<file path="src/rtl/sequenciador_ula_pkg.sv">
// -----------------------------------------------------------------------------
// sequenciador_ula_pkg
// Shared definitions for the ALU sequencer: default datapath sizes, ALU
// opcode constants and the sequencer FSM state type.
// -----------------------------------------------------------------------------
package sequenciador_ula_pkg;

  localparam int WIDTH_DEF = 32;
  localparam int NREGS_DEF = 8;

  localparam logic [2:0] OP_ADD  = 3'b000;
  localparam logic [2:0] OP_SUB  = 3'b001;
  localparam logic [2:0] OP_AND  = 3'b010;
  localparam logic [2:0] OP_OR   = 3'b011;
  localparam logic [2:0] OP_NAND = 3'b100;
  localparam logic [2:0] OP_XNOR = 3'b101;
  localparam logic [2:0] OP_NOTA = 3'b110;
  localparam logic [2:0] OP_PASS = 3'b111;

  typedef enum logic [1:0] {
    OCIOSO = 2'b00,
    OPER   = 2'b01,
    ESCR   = 2'b10
  } estado_t;

endpackage

</file>
<file path="src/rtl/banco_registradores_8x32.sv">
// -----------------------------------------------------------------------------
// banco_registradores_8x32
// Register file with two asynchronous read ports and one synchronous write
// port. All entries clear asynchronously on reset.
//   clk, rst_n        : clock, asynchronous active-low reset
//   i_we/i_waddr/i_wdata : write port
//   i_raddr_a/b       : read addresses
//   o_rdata_a/b       : combinational read data
// -----------------------------------------------------------------------------
module banco_registradores_8x32
  import sequenciador_ula_pkg::*;
#(
  parameter int WIDTH = WIDTH_DEF,
  parameter int NREGS = NREGS_DEF,
  parameter int AW    = $clog2(NREGS)
) (
  input  logic             clk,
  input  logic             rst_n,
  input  logic             i_we,
  input  logic [AW-1:0]    i_waddr,
  input  logic [WIDTH-1:0] i_wdata,
  input  logic [AW-1:0]    i_raddr_a,
  input  logic [AW-1:0]    i_raddr_b,
  output logic [WIDTH-1:0] o_rdata_a,
  output logic [WIDTH-1:0] o_rdata_b
);

  logic [WIDTH-1:0] r_mem [NREGS];

  // Storage array: asynchronous clear, single write port.
  always_ff @(posedge clk or negedge rst_n) begin
    if (!rst_n) begin
      for (int i = 0; i < NREGS; i++) begin
        r_mem[i] <= {WIDTH{1'b0}};
      end
    end else if (i_we) begin
      r_mem[i_waddr] <= i_wdata;
    end
  end

  assign o_rdata_a = r_mem[i_raddr_a];
  assign o_rdata_b = r_mem[i_raddr_b];

endmodule

</file>
<file path="src/rtl/sequenciador_ula.sv">
// -----------------------------------------------------------------------------
// sequenciador_ula
// Three-cycle execute unit wrapped around an external combinational ALU.
// An instruction accepted in OCIOSO drives registered operands/op/carry-ins
// to the ALU during OPER; the ALU result and flags are captured at the end of
// OPER and written back; ESCR signals completion with res_valid.
//   clk, rst_n                 : clock, asynchronous active-low reset
//   instr_valid/instr_ready    : instruction handshake
//   instr_op/rd/ra/rb/usa_flag : instruction fields
//   wr_en/wr_addr/wr_data      : external register write (idle only)
//   ula_a/b/op/cin/bin         : registered ALU inputs
//   ula_resultado/cout/bout    : ALU outputs
//   res_valid/res_data         : writeback pulse and last result
//   flag_c/flag_b/flag_z       : carry, borrow and zero flags
//   busy                       : inverse of instr_ready
// -----------------------------------------------------------------------------
module sequenciador_ula
  import sequenciador_ula_pkg::*;
#(
  parameter int WIDTH = WIDTH_DEF,
  parameter int NREGS = NREGS_DEF,
  parameter int AW    = $clog2(NREGS)
) (
  input  logic             clk,
  input  logic             rst_n,
  input  logic             instr_valid,
  output logic             instr_ready,
  input  logic [2:0]       instr_op,
  input  logic [AW-1:0]    instr_rd,
  input  logic [AW-1:0]    instr_ra,
  input  logic [AW-1:0]    instr_rb,
  input  logic             instr_usa_flag,
  input  logic             wr_en,
  input  logic [AW-1:0]    wr_addr,
  input  logic [WIDTH-1:0] wr_data,
  output logic [WIDTH-1:0] ula_a,
  output logic [WIDTH-1:0] ula_b,
  output logic [2:0]       ula_op,
  output logic             ula_cin,
  output logic             ula_bin,
  input  logic [WIDTH-1:0] ula_resultado,
  input  logic             ula_cout,
  input  logic             ula_bout,
  output logic             res_valid,
  output logic [WIDTH-1:0] res_data,
  output logic             flag_c,
  output logic             flag_b,
  output logic             flag_z,
  output logic             busy
);

  estado_t          r_estado;
  estado_t          w_prox_estado;
  logic             w_aceita;
  logic [AW-1:0]    r_rd;

  logic             w_rf_we;
  logic [AW-1:0]    w_rf_waddr;
  logic [WIDTH-1:0] w_rf_wdata;
  logic [WIDTH-1:0] w_rd_a;
  logic [WIDTH-1:0] w_rd_b;

  logic [WIDTH-1:0] r_ula_a;
  logic [WIDTH-1:0] r_ula_b;
  logic [2:0]       r_ula_op;
  logic             r_ula_cin;
  logic             r_ula_bin;
  logic             r_res_valid;
  logic [WIDTH-1:0] r_res_data;
  logic             r_flag_c;
  logic             r_flag_b;
  logic             r_flag_z;

  banco_registradores_8x32 #(
    .WIDTH (WIDTH),
    .NREGS (NREGS),
    .AW    (AW)
  ) u_banco (
    .clk       (clk),
    .rst_n     (rst_n),
    .i_we      (w_rf_we),
    .i_waddr   (w_rf_waddr),
    .i_wdata   (w_rf_wdata),
    .i_raddr_a (instr_ra),
    .i_raddr_b (instr_rb),
    .o_rdata_a (w_rd_a),
    .o_rdata_b (w_rd_b)
  );

  // FSM state register.
  always_ff @(posedge clk or negedge rst_n) begin
    if (!rst_n) begin
      r_estado <= OCIOSO;
    end else begin
      r_estado <= w_prox_estado;
    end
  end

  // Next-state logic and register-file write-port mux. In OPER the writeback
  // owns the port, so an external write arriving then is simply dropped.
  always_comb begin
    w_prox_estado = r_estado;
    w_aceita      = 1'b0;
    w_rf_we       = 1'b0;
    w_rf_waddr    = wr_addr;
    w_rf_wdata    = wr_data;
    case (r_estado)
      OCIOSO: begin
        if (instr_valid) begin
          w_aceita      = 1'b1;
          w_prox_estado = OPER;
        end else begin
          w_prox_estado = OCIOSO;
        end
        if (wr_en) begin
          w_rf_we = 1'b1;
        end else begin
          w_rf_we = 1'b0;
        end
      end
      OPER: begin
        w_rf_we       = 1'b1;
        w_rf_waddr    = r_rd;
        w_rf_wdata    = ula_resultado;
        w_prox_estado = ESCR;
      end
      ESCR: begin
        w_prox_estado = OCIOSO;
      end
      default: begin
        w_prox_estado = OCIOSO;
      end
    endcase
  end

  // Operand latch at accept. Reads are combinational from the register file
  // before the edge, so a simultaneous external write is not yet visible.
  always_ff @(posedge clk or negedge rst_n) begin
    if (!rst_n) begin
      r_ula_a   <= {WIDTH{1'b0}};
      r_ula_b   <= {WIDTH{1'b0}};
      r_ula_op  <= 3'b000;
      r_ula_cin <= 1'b0;
      r_ula_bin <= 1'b0;
      r_rd      <= {AW{1'b0}};
    end else if (w_aceita) begin
      r_ula_a   <= w_rd_a;
      r_ula_b   <= w_rd_b;
      r_ula_op  <= instr_op;
      r_ula_cin <= instr_usa_flag & r_flag_c & (instr_op == OP_ADD);
      r_ula_bin <= instr_usa_flag & r_flag_b & (instr_op == OP_SUB);
      r_rd      <= instr_rd;
    end
  end

  // Result capture and flag update at the end of OPER; res_valid is high
  // exactly for the ESCR cycle that follows.
  always_ff @(posedge clk or negedge rst_n) begin
    if (!rst_n) begin
      r_res_valid <= 1'b0;
      r_res_data  <= {WIDTH{1'b0}};
      r_flag_c    <= 1'b0;
      r_flag_b    <= 1'b0;
      r_flag_z    <= 1'b0;
    end else begin
      r_res_valid <= (r_estado == OPER);
      if (r_estado == OPER) begin
        r_res_data <= ula_resultado;
        r_flag_z   <= (ula_resultado == {WIDTH{1'b0}});
        if (r_ula_op == OP_ADD) begin
          r_flag_c <= ula_cout;
        end
        if (r_ula_op == OP_SUB) begin
          r_flag_b <= ula_bout;
        end
      end
    end
  end

  assign instr_ready = (r_estado == OCIOSO);
  assign busy        = ~instr_ready;
  assign ula_a       = r_ula_a;
  assign ula_b       = r_ula_b;
  assign ula_op      = r_ula_op;
  assign ula_cin     = r_ula_cin;
  assign ula_bin     = r_ula_bin;
  assign res_valid   = r_res_valid;
  assign res_data    = r_res_data;
  assign flag_c      = r_flag_c;
  assign flag_b      = r_flag_b;
  assign flag_z      = r_flag_z;

endmodule
</file>
<file path="config.mk">
export PLATFORM = sky130hd
export DESIGN_NAME = sequenciador_ula
export DESIGN_NICKNAME = d
export VERILOG_FILES = /design/src/rtl/sequenciador_ula_pkg.sv /design/src/rtl/banco_registradores_8x32.sv /design/src/rtl/sequenciador_ula.sv
export SDC_FILE = /design/constraint.sdc
export NUM_CORES = 1
export LEC_CHECK = 0
export BUFFER_PORTS_ARGS = -buffer_cell sky130_fd_sc_hd__buf_2
export CORE_MARGIN = 3
export CORE_UTILIZATION = 53
export CTS_CLUSTER_DIAMETER = 100
export DETAILED_ROUTE_END_ITERATION = 8
export PLACE_DENSITY = 0.74
export SLEW_MARGIN = 20
export SYNTH_ARGS = -nofsm -noshare
export SYNTH_HDL_FRONTEND = slang
export SYNTH_SLANG_ARGS = --single-unit
export TNS_END_PERCENT = 20
</file>
<file path="constraint.sdc">
create_clock -name clk -period 2.1 [get_ports clk]
set_clock_uncertainty 0.1 [all_clocks]
set_input_delay 0.105 -clock clk [delete_from_list [all_inputs] [get_ports clk]]
set_output_delay 0.105 -clock clk [all_outputs]
set_load 0.02 [all_outputs]
</file>
======== Word level (Yosys, flattened, before mapping) ========
Cells that the tools add are included.
storage, ports and cells
  input port bits ......................... 86
  bits in registers ....................... 366
  output and inout bits ................... 107
  logic and storage cells ................. 59
cells by class
  reductions and logical operators ........ 7
  muxes and demuxes ....................... 17
  bitwise logic cells ..................... 8
  equality and inequality tests ........... 3
  magnitude comparators ................... 4
operators with widths
  cell                  count
  $bwmux W256           1
  $bmux W32 S3          2
  $mux W32              6
  $demux W32 S3         1
  $logic_not A32 Y1     1
  $ge A4 B4 Y1 const B  3
  $not A3 Y4            3
  $eq A3 B1 Y1 const B  2
  $logic_not A3 Y1      2
  $and A1 B1 Y1         4
  $lt A4 B1 Y1 const B  1
  $mux W1               4
  $pmux W2 S2           1
  $reduce_and A2 Y1     2
  $mux W3               1
  $eq A2 B1 Y1 const B  1
  $logic_not A2 Y1      1
  $pmux W1 S2           1
  $logic_and A1 B1 Y1   1
  $not A1 Y1            1

======== Depth between registers and ports, before layout ========
Gate-level depths: netlist (run 1).
  word-level depth ........................ 8
  gate-level depth with buffers ........... 7
  mapped depth without buffers ............ 5

======== By module ========
Synthesis (run 1) repeated with hierarchy kept, for this count alone.
unflattened totals
  cells, all modules ...................... 1175
  area total of the unflattened synthesis .. 18566.6 um2
by module, submodules not included
  module                    times used  seq. area each (um2)  area an instance (um2)  cells each
  banco_registradores_8x32  1           6406.1                13726.9                 779
  sequenciador_ula          1           2727.6                4839.6                  396

======== Worst setup path before layout (run 1) ========
Ideal clock, no wire load.
  path type ............................... register -> register
  start point ............................. reg r_estado[0]
  end point ............................... reg u_banco.r_mem[252] in the netlist's numbering
  required time ........................... 1872 ps
  library setup time ...................... 128 ps
  period minus slack after synthesis ...... 1982 ps
  stages on the path, launching flop included .. 7
  data arrival time ....................... 1754 ps
  buffers on the path ..................... 2
  setup slack ............................. 118 ps
  cells stage by stage .................... dfrtp_1 -> or3b_1 -> a21oi_2 -> nor2b_1 -> buf_2 -> buf_6 -> mux2_1
between the ends
  longest elaborated chain between the ends .. 8
  elaborated cells between the ends (all ways) .. 12
  classes of those cells .................. order compare (2); eq/ne (1); mux (6); bitwise (1); reduce/logical (2)
RTL lines
  element                                                             line                            source
  start: declaration                                                  sequenciador_ula.sv:52          estado_t r_estado;
  start signal: assignment                                            sequenciador_ula.sv:95          r_estado <= w_prox_estado;
  $eq A2 B1 Y1                                                        sequenciador_ula.sv:107         case (r_estado)
  $mux W3                                                             sequenciador_ula.sv:107
  $not A3 Y4 (implied by the code)                                    banco_registradores_8x32.sv:37  r_mem[i_waddr] <= i_wdata;
  $ge A4 B4 Y1 (implied by the code) or $lt A4 B1 Y1 (tied branches)  banco_registradores_8x32.sv:37
  $logic_and A1 B1 Y1 (implied by the code)                           banco_registradores_8x32.sv:37
  $mux W32 (implied by the code)                                      banco_registradores_8x32.sv:37
  $demux W32 S3                                                       banco_registradores_8x32.sv:37
  $bwmux W256                                                         banco_registradores_8x32.sv:37
  end signal: indexed assignment                                      banco_registradores_8x32.sv:34  r_mem[i] <= {WIDTH{1'b0}};
  end signal: indexed assignment                                      banco_registradores_8x32.sv:37
  end: declaration                                                    banco_registradores_8x32.sv:28  logic [WIDTH-1:0] r_mem [NREGS];
Several ways; a longest one is shown, not always the timed one.
A chain may end at the register's enable or synchronous reset.

======== Worst setup path in the final report (run 1) ========
  start point ............................. reg r_estado[0]
  end point ............................... reg u_banco.r_mem[233] in the netlist's numbering
The elaborated chain is that of the path after synthesis.

==> flow_summary.ini, run 1 <==
[status]
status = complete, no violations

[critical_path]
rr_worst_depth = 6
r2r_slack_ns = 0.11
rr_endpoint = u_banco.r_mem[233]
worstReg2RegStart = r_estado[0]
worstPathRequired_ns = 2.39
crit_path_max_fanout = 10
cp.arrival_ns = 2.28
worstSetupPathType = flip-flop to flip-flop
worstSetupStartpointType = flip-flop
end_kind = flip-flop

[cts]
clk_path_buf_depth = 3
post_cts_resize_count = 0
root_buffer = clkbuf_16
cts_made_buffers = 39
clk_latency_ns = 0.52
cts_tree = done
cts-htree-levels = 2
cts.sinks = 365
clk_pin_slew_ns = 0.06

[final_layout]
final_cells = 1977
multi_input_area_um2 = 7990
drive_gt1_frac = 0.436
nets = 1601
synthToLayoutAreaGrowth_pct = 21.2
regArea_um2 = 9130
layout.filler_cells = 2321
n_antenna_cell = 0

[routing]
routed_wl_mm = 43.5
drt_iter0_markers = 792
post_drt_via_cell_ratio = 5.85
final_antenna_net_count = 0
wl_per_cell_um = 22.0
drc = 0
vias = 11600
drtPass1Iterations = 5

[worst_hold_path]
hold_depth = 4
min_to = u_banco.r_mem[253]
min_path_type = primary input to flip-flop
min_from = wr_data[29]

[yosys]
avgSynthCellArea_um2 = 14.0
synth_seq_cells = 365
syn-instance-count = 1257
netlist_area_um2 = 17500
synth_warnings = 0
yosysUniqueCellTypes = 33
ys_seq_area_frac = 0.521
syn-num-nets = 1343

[global_routing]
grt_pass1_vias = 12400
grt_max_degree = 101
grt_use_total = 0.250
grt.overflow.total = 0
grt_pass1_wl_mm = 69.6
grt_antenna_before_repair = 1

[sta]
fin_crit_ns = 1.99
final.setup.tns_ns = 0
relSlewSlack = 0.563
setup-violations-final = 0
finalCritPeriodShare = 0.946
rsz0062_at_grt = no
final_hold_viol_count = 0
slew_viol_final = 0
max_freq_mhz = 503
tightest_slew_ns = 0.649

[floorplanning]
initial_utilization = 0.547
dieArea_um2 = 35300
rows = 65
die-width_um = 188
pin_count = 193
core_um2 = 32000
die_h_um = 188

[pwr]
p_per_area_nw_per_um2 = 1360
leakage_nw = 9.82
ir_drop_mv = 0.699

[placement]
dp.cells = 1861
io_buffer_count = 192
gp_congestion = 0.778
dp_hpwl_mm = 28.1

[job]
drv_cap = 0
-- cells by family (layout without fill, tap and decap cells) --
kind of cell,after synthesis,after routing,share of synthesized area
flops,365,365,0.521
mux,452,452,0.368
buf+inv,92,377,0.0258
simple gates,276,276,0.0631
compound gates,72,72,0.0226
-- placed cells by master, fill, tap and decap left out, types with 4 or more instances in the layout --
cell | Yosys | layout
mux2i_1 | 66 | 66
nor2_1 | 4 | 4
clkbuf_16 | 0 | 41
nand2_1 | 249 | 244
nand2_2 | 2 | 6
buf_2 | 36 | 187
inv_1 | 4 | 4
mux2_1 | 41 | 41
buf_4 | 4 | 42
o21ai_0 | 65 | 65
clkbuf_8 | 0 | 11
buf_12 | 0 | 27
mux2_2 | 217 | 217
dfrtp_1 | 365 | 365
nor4_1 | 9 | 9
dlygate4sd3_1 | 0 | 47
clkbuf_1 | 20 | 11
mux4_2 | 128 | 128
-- worst max path at each step --
stage | start | endpoint | slack (ns) | cells after the start
after floorplan | r_estado[0] | u_banco.r_mem[252] | 0.12 | 6
after global placement | r_estado[0] | u_banco.r_mem[224] | 0.17 | 5
after detailed placement | r_estado[0] | u_banco.r_mem[240] | 0.12 | 6
after CTS | r_estado[0] | u_banco.r_mem[240] | 0.11 | 6
after global routing | r_estado[0] | u_banco.r_mem[233] | 0.06 | 6
final | r_estado[0] | u_banco.r_mem[233] | 0.11 | 6
-- cells in the mapped netlist --
library cell	number	area, um2
nand4bb_1	1	11.3
nor4b_1	1	8.76
buf_1	20	75.1
o31ai_4	1	21.3
mux4_2	128	2880
dfrtp_1	365	9130
nor2b_1	2	12.5
clkbuf_2	1	5.00
nor4_1	9	56.3
a21oi_2	1	8.76
nand4_1	2	12.5
mux2_1	41	462
o31ai_1	1	7.51
a31o_2	1	8.76
buf_2	36	180
mux2_2	217	2440
o21ai_0	65	325
nor4bb_1	1	10.0
nand2b_1	2	12.5
or3b_1	1	8.76
inv_1	4	15.0
a21oi_1	1	5.00
nand2_1	249	935
a32o_1	2	20.0
nand3b_1	1	7.51
nand2_2	2	12.5
inv_2	1	3.75
buf_6	6	67.6
buf_4	4	30.0
clkbuf_1	20	75.1
mux2i_1	66	661
nand3_1	1	5.00
nor2_1	4	15.0
-- registers in the layout, summed over array words and instances (netlist names), 2 cells and up --
signal         flops
r_estado           2
r_rd               3
res_data          32
u_banco.r_mem    256
ula_a             32
ula_b             32
ula_op             3
-- area by class of cell --
cell class | count | area share
flip-flops and latches | 365 | 0.430
multi-input cells | 800 | 0.376
repair buffers | 304 | 0.107
clock buffers | 63 | 0.0573
well taps | 435 | 0.0256
clock inverters | 5 | 0.00365
inverters | 5 | 0.000883
-- worst max-delay path: stages (launching register included) --
cell and delay, ns:
dfrtp_1 0.38, buf_4 0.16, nand2b_4 0.11, mux2i_1 0.46, nor2b_4 0.10, buf_4 0.21, mux2_1 0.33
-- what timing repair did --
item / in CTS / in global routing
endpoints found under the hold margin: 417 / 0
buffers inserted: 0 / 0
hold buffers: 48 / 0
-- metal layers --
layer / share of wire / vias to the layer above / wire length [um] / GRT usage
li1: - / 5129 / - / -
met1: 0.42 / 6014 / 18300 / 0.337
met2: 0.51 / 343 / 22100 / 0.430
met3: 0.049 / 73 / 2140 / 0.0423
met4: 0.023 / 2 / 1010 / 0.0606
met5: 0.00030 / - / 13 / 0
-- through the flow --
step           setup WS, ns  total power [mW]   util  instance area (um2)  hold slack, ns
6_report              0.113              28.9  0.664                21300          0.0119
5_1_grt              0.0588              30.5  0.664                21300          0.0444
4_1_cts               0.110              29.0  0.664                21300         0.00321
3_5_place_dp          0.123              21.9  0.608                19500         -0.0697
3_3_place_gp          0.167              21.4  0.608                19500         -0.0701
2_1_floorplan         0.118              18.8      -                17500          -0.291
-- report_power, final --
group | total, mW | internal [mW] | switching [mW] | leakage, nW
sequential | 12.6 | 10.3 | 2.29 | 4.46
combinational | 9.34 | 5.20 | 4.14 | 4.72
clock | 6.89 | 4.20 | 2.69 | 0.634
total | 28.9 | 19.7 | 9.11 | 9.82
(Power assumes the default switching activity.)
==> run 2: changes to the inputs <==
- CTS_CLUSTER_SIZE: default -> 8
- PLACE_DENSITY: 0.74 -> 0.84
==> flow_summary.ini, run 2 (synthesized netlist as in run 1, its figures left out) <==
[final_layout]
fin_util = 0.664
synthToLayoutAreaGrowth_pct = 21.4
multi_input_area_um2 = 7990
layout_common_cells = 365 x dfrtp_1, 244 x nand2_1, 217 x mux2_2
mostFrequentLayoutCell = dfrtp_1
drive_gt1_frac = 0.434
regMostFlops = u_banco.r_mem
layout.filler_cells = 2169
nets = 1614
largest_reg_flops = 256
final_cells = 1967
design_area_um2 = 21300
regArea_um2 = 9130

[critical_path]
rr_worst_depth = 6
end_kind = flip-flop
crit_path_max_fanout = 42
worstReg2RegStart = r_estado[0]
cp.arrival_ns = 2.39
rr_endpoint = u_banco.r_mem[128]
worstPathRequired_ns = 2.47
r2r_slack_ns = 0.08
worstSetupStartpointType = flip-flop
worstSetupPathType = flip-flop to flip-flop

[job]
drv_cap = 0

[cts]
cts_made_buffers = 51
cts.sinks = 365
root_buffer = clkbuf_16
clk_latency_ns = 0.55
clk_pin_slew_ns = 0.05
cts_tree = done
post_cts_resize_count = 0
clk_path_buf_depth = 3
post_cts_buffers = 0
cts-htree-levels = 2

[status]
status = finished with violations
failed_checks = hold timing

[global_routing]
grt_pass1_vias = 13300
grt_max_degree = 85
met1_usage = 0.345
grt_antenna_before_repair = 3
grt_use_total = 0.270
grt.overflow.total = 0
grt.busiest_layer = met2
met3_usage = 0.0449
grt_pass1_wl_mm = 74.6
use_met2 = 0.468

[sta]
relSlewSlack = 0.562
max_freq_mhz = 494
slew_viol_final = 0
final_hold_viol_count = 1
finalCritPeriodShare = 0.964
final.setup.tns_ns = 0
fin_crit_ns = 2.02
rsz0062_at_grt = no
timing.hold.ws_ns = -0.00310
tightest_slew_ns = 0.651
setup-violations-final = 0

[floorplanning]
core_um2 = 32000
pin_count = 193
rows = 65
die-width_um = 188
dieArea_um2 = 35300
initial_utilization = 0.547
die_h_um = 188

[routing]
vias = 12200
post_drt_via_cell_ratio = 6.20
drc = 0
routed_wl_mm = 47.1
drt_iter0_markers = 1058
final_antenna_net_count = 0
drtPass1Iterations = 5
wl_per_cell_um = 24.0

[worst_hold_path]
min_path_type = primary input to asynchronous set/reset pin

[pwr]
p_clk_frac = 0.241
intPower_mw = 19.9
switchingPower_mw = 9.64
switching_share = 0.327
ir_drop_mv = 0.896
pwr-share-comb = 0.322
seqPwrFrac = 0.437
leakage_nw = 9.82
p_per_area_nw_per_um2 = 1390

[placement]
dpl_cell_area_um2 = 19400
dp.cells = 1855
dp_hpwl_mm = 29.1
io_buffer_count = 192
gp_congestion = 0.794
## run 2: changes by cell type in the layout (fill, tap and decap cells not counted), sizes merged
| cell | before | now |
|---|---|---|
| buf | 257 | 250 |
| bufinv | 2 | 0 |
| clkbuf | 63 | 52 |
| clkinvlp | 1 | 0 |
| diode | 0 | 2 |
| dlygate4sd3 | 47 | 55 |
| inv | 5 | 6 |
## run 2: worst max path at each step
stage           startpoint            endpoint  slack, ns  cells past startpoint
3_3_place_gp   r_estado[0]  u_banco.r_mem[241]       0.17                      6
2_1_floorplan  r_estado[0]  u_banco.r_mem[252]       0.12                      6
6_report       r_estado[0]  u_banco.r_mem[128]       0.08                      6
3_5_place_dp   r_estado[0]  u_banco.r_mem[241]       0.10                      6
5_1_grt        r_estado[0]  u_banco.r_mem[128]      0.002                      6
4_1_cts        r_estado[0]  u_banco.r_mem[241]       0.09                      6
## run 2: critical path, stage by stage, from the launching register on
cell and delay, ns:
dfrtp_1 0.38, buf_4 0.16, nand2b_2 0.15, buf_4 0.46, nand2_1 0.12, nand2_1 0.32, mux2_2 0.24
## run 2: timing repair
| action | CTS | global route |
|---|---|---|
| endpoints found under the hold margin | 453 | 0 |
| endpoints found under the setup margin | 0 | 0 |
| hold buffers | 55 | 0 |
## run 2: stage by stage
stage          worst slack, ns  power [mW]  hold WS [ns]
6_report                0.0762        29.5      -0.00310
4_1_cts                 0.0868        29.5       0.00334
5_1_grt                0.00250        30.9        0.0312
3_5_place_dp             0.104        22.0       -0.0203
2_1_floorplan            0.118        18.8        -0.291
3_3_place_gp             0.168        21.3       -0.0287
## run 2: layout make-up
type | instances | area share
multi-input cells | 800 | 0.375
inverters | 5 | 0.000882
clock inverters | 3 | 0.00141
well taps | 435 | 0.0256
clock buffers | 52 | 0.0611
diodes | 2 | 0.000235
flip-flops and latches | 365 | 0.429
repair buffers | 305 | 0.107
## run 2: layer usage
metal | wire length (um) | share of wire
met3 | 3050 | 0.065
met5 | 15 | 0.00032
met2 | 24300 | 0.52
met1 | 18100 | 0.38
met4 | 1650 | 0.035
## run 2: power by group through the flow
stage / logic [mW] / clock network, mW / registers (mW)
6_report: 9.51 / 7.10 / 12.9
5_1_grt: 10.2 / 7.52 / 13.2
4_1_cts: 9.54 / 7.18 / 12.8
3_5_place_dp: 9.31 / 0 / 12.7
3_3_place_gp: 8.90 / 0 / 12.4
2_1_floorplan: 5.89 / 0 / 12.9
==> run 3: changes to the inputs <==
- CORE_UTILIZATION: 53 -> 55
- clock period: 2.1 -> 2.4 ns (I/O delays scaled with it)
==> flow_summary.ini, run 3 (synthesized netlist as in run 1, its figures left out) <==
[status]
status = complete, no violations

[routing]
vias = 12000
post_drt_via_cell_ratio = 6.26
drt_iter0_markers = 1028
final_antenna_net_count = 0
wl_per_cell_um = 23.9
drc = 0
routed_wl_mm = 45.7
drtPass1Iterations = 5

[floorplanning]
die-width_um = 185
initial_utilization = 0.566
rows = 64
die_h_um = 185
dieArea_um2 = 34100
core_um2 = 31000
pin_count = 193

[worst_hold_path]
min_to = u_banco.r_mem[238]
hold_depth = 4
min_from = wr_data[14]
min_path_type = primary input to flip-flop

[final_layout]
layout.filler_cells = 2011
regArea_um2 = 9130
largest_reg_flops = 256
design_area_um2 = 21100
synthToLayoutAreaGrowth_pct = 20.2
regMostFlops = u_banco.r_mem
nets = 1604
multi_input_area_um2 = 7990
drive_gt1_frac = 0.431
n_antenna_cell = 0
mostFrequentLayoutCell = dfrtp_1
layout_common_cells = 365 x dfrtp_1, 244 x nand2_1, 217 x mux2_2

[global_routing]
grt_pass1_vias = 13100
met3_usage = 0.0436
met1_usage = 0.363
use_met2 = 0.473
grt_pass1_wl_mm = 72.5
grt.overflow.total = 0
grt_max_degree = 103
grt_antenna_before_repair = 0
grt.busiest_layer = met2
grt_use_total = 0.274

[cts]
cts-htree-levels = 2
cts_tree = done
cts.sinks = 365
clk_path_buf_depth = 3
clk_latency_ns = 0.55
root_buffer = clkbuf_16
post_cts_buffers = 0
clk_pin_slew_ns = 0.05
cts_made_buffers = 51

[placement]
dp_hpwl_mm = 28.4
preCtsSetupSlack_ns = 0.179
dpl_cell_area_um2 = 19200
io_buffer_count = 192
gp_congestion = 0.799

[sta]
setup_slack_ns = 0.128
finalCritPeriodShare = 0.947
final_hold_viol_count = 0
slew_viol_final = 0
tightest_slew_ns = 0.666
final.setup.tns_ns = 0
timing.hold.ws_ns = 0.0288
fin_crit_ns = 2.27
rsz0062_at_grt = no
relSlewSlack = 0.556
setup-violations-final = 0
max_freq_mhz = 440

[critical_path]
r2r_slack_ns = 0.13
worstPathRequired_ns = 2.70
worstSetupStartpointType = flip-flop
end_kind = flip-flop
worstSetupPathType = flip-flop to flip-flop
rr_endpoint = u_banco.r_mem[240]
rr_worst_depth = 5
worstReg2RegStart = r_estado[0]
cp.arrival_ns = 2.57
crit_path_max_fanout = 32

[pwr]
p_per_area_nw_per_um2 = 1220
leakage_nw = 9.74
ir_drop_mv = 0.766
power_mw = 25.7

[job]
drv_cap = 0
[run 3: area by class of cell]
| cell class | instances | share of cell area |
|---|---|---|
| flip-flops and latches | 365 | 0.433 |
| multi-input cells | 800 | 0.379 |
| repair buffers | 295 | 0.101 |
| clock buffers | 51 | 0.0605 |
| well taps | 396 | 0.0235 |
| clock inverters | 3 | 0.00160 |
| inverters | 5 | 0.000890 |
[run 3: timing repair]
| action | CTS | global route |
|---|---|---|
| resized for setup | 0 | 1 |
| hold buffers | 54 | 0 |
| hold endpoints to repair | 363 | 0 |
| setup endpoints to repair | 0 | 1 |
[run 3: critical path: stages (launching register included)]
cell,delay (ns)
dfrtp_1,0.46
or3b_1,0.44
a21oi_2,0.28
nor2b_4,0.22
buf_12,0.25
mux2_1,0.36
[run 3: how the worst max path moves through the flow]
stage	cells past startpoint	end	slack, ns	startpoint
finish	5	u_banco.r_mem[240]	0.13	r_estado[0]
floorplan	6	u_banco.r_mem[252]	0.42	r_estado[0]
global route	5	u_banco.r_mem[240]	0.05	r_estado[0]
CTS	5	ula_bin	0.08	r_estado[0]
global placement	5	u_banco.r_mem[224]	0.25	r_estado[0]
detailed placement	5	u_banco.r_mem[224]	0.18	r_estado[0]
[run 3: power breakdown]
group	switching [mW]	internal, mW
Combinational	3.72	4.52
Clock	2.50	3.72
Sequential	2.17	9.06
Total	8.39	17.3
[run 3: per-layer routing]
| layer | routed length [um] | part of all wire |
|---|---|---|
| met1 | 18100 | 0.40 |
| met2 | 23500 | 0.52 |
| met3 | 2900 | 0.064 |
| met4 | 1180 | 0.026 |
| met5 | 0 | 0 |
[run 3: metrics by stage]
step | cells | util
after CTS | 1915 | 0.680
after global routing | 1915 | 0.680
after detailed placement | 1807 | 0.620
final | 1915 | 0.680
after floorplan | 1257 | -
after global placement | 1807 | 0.620
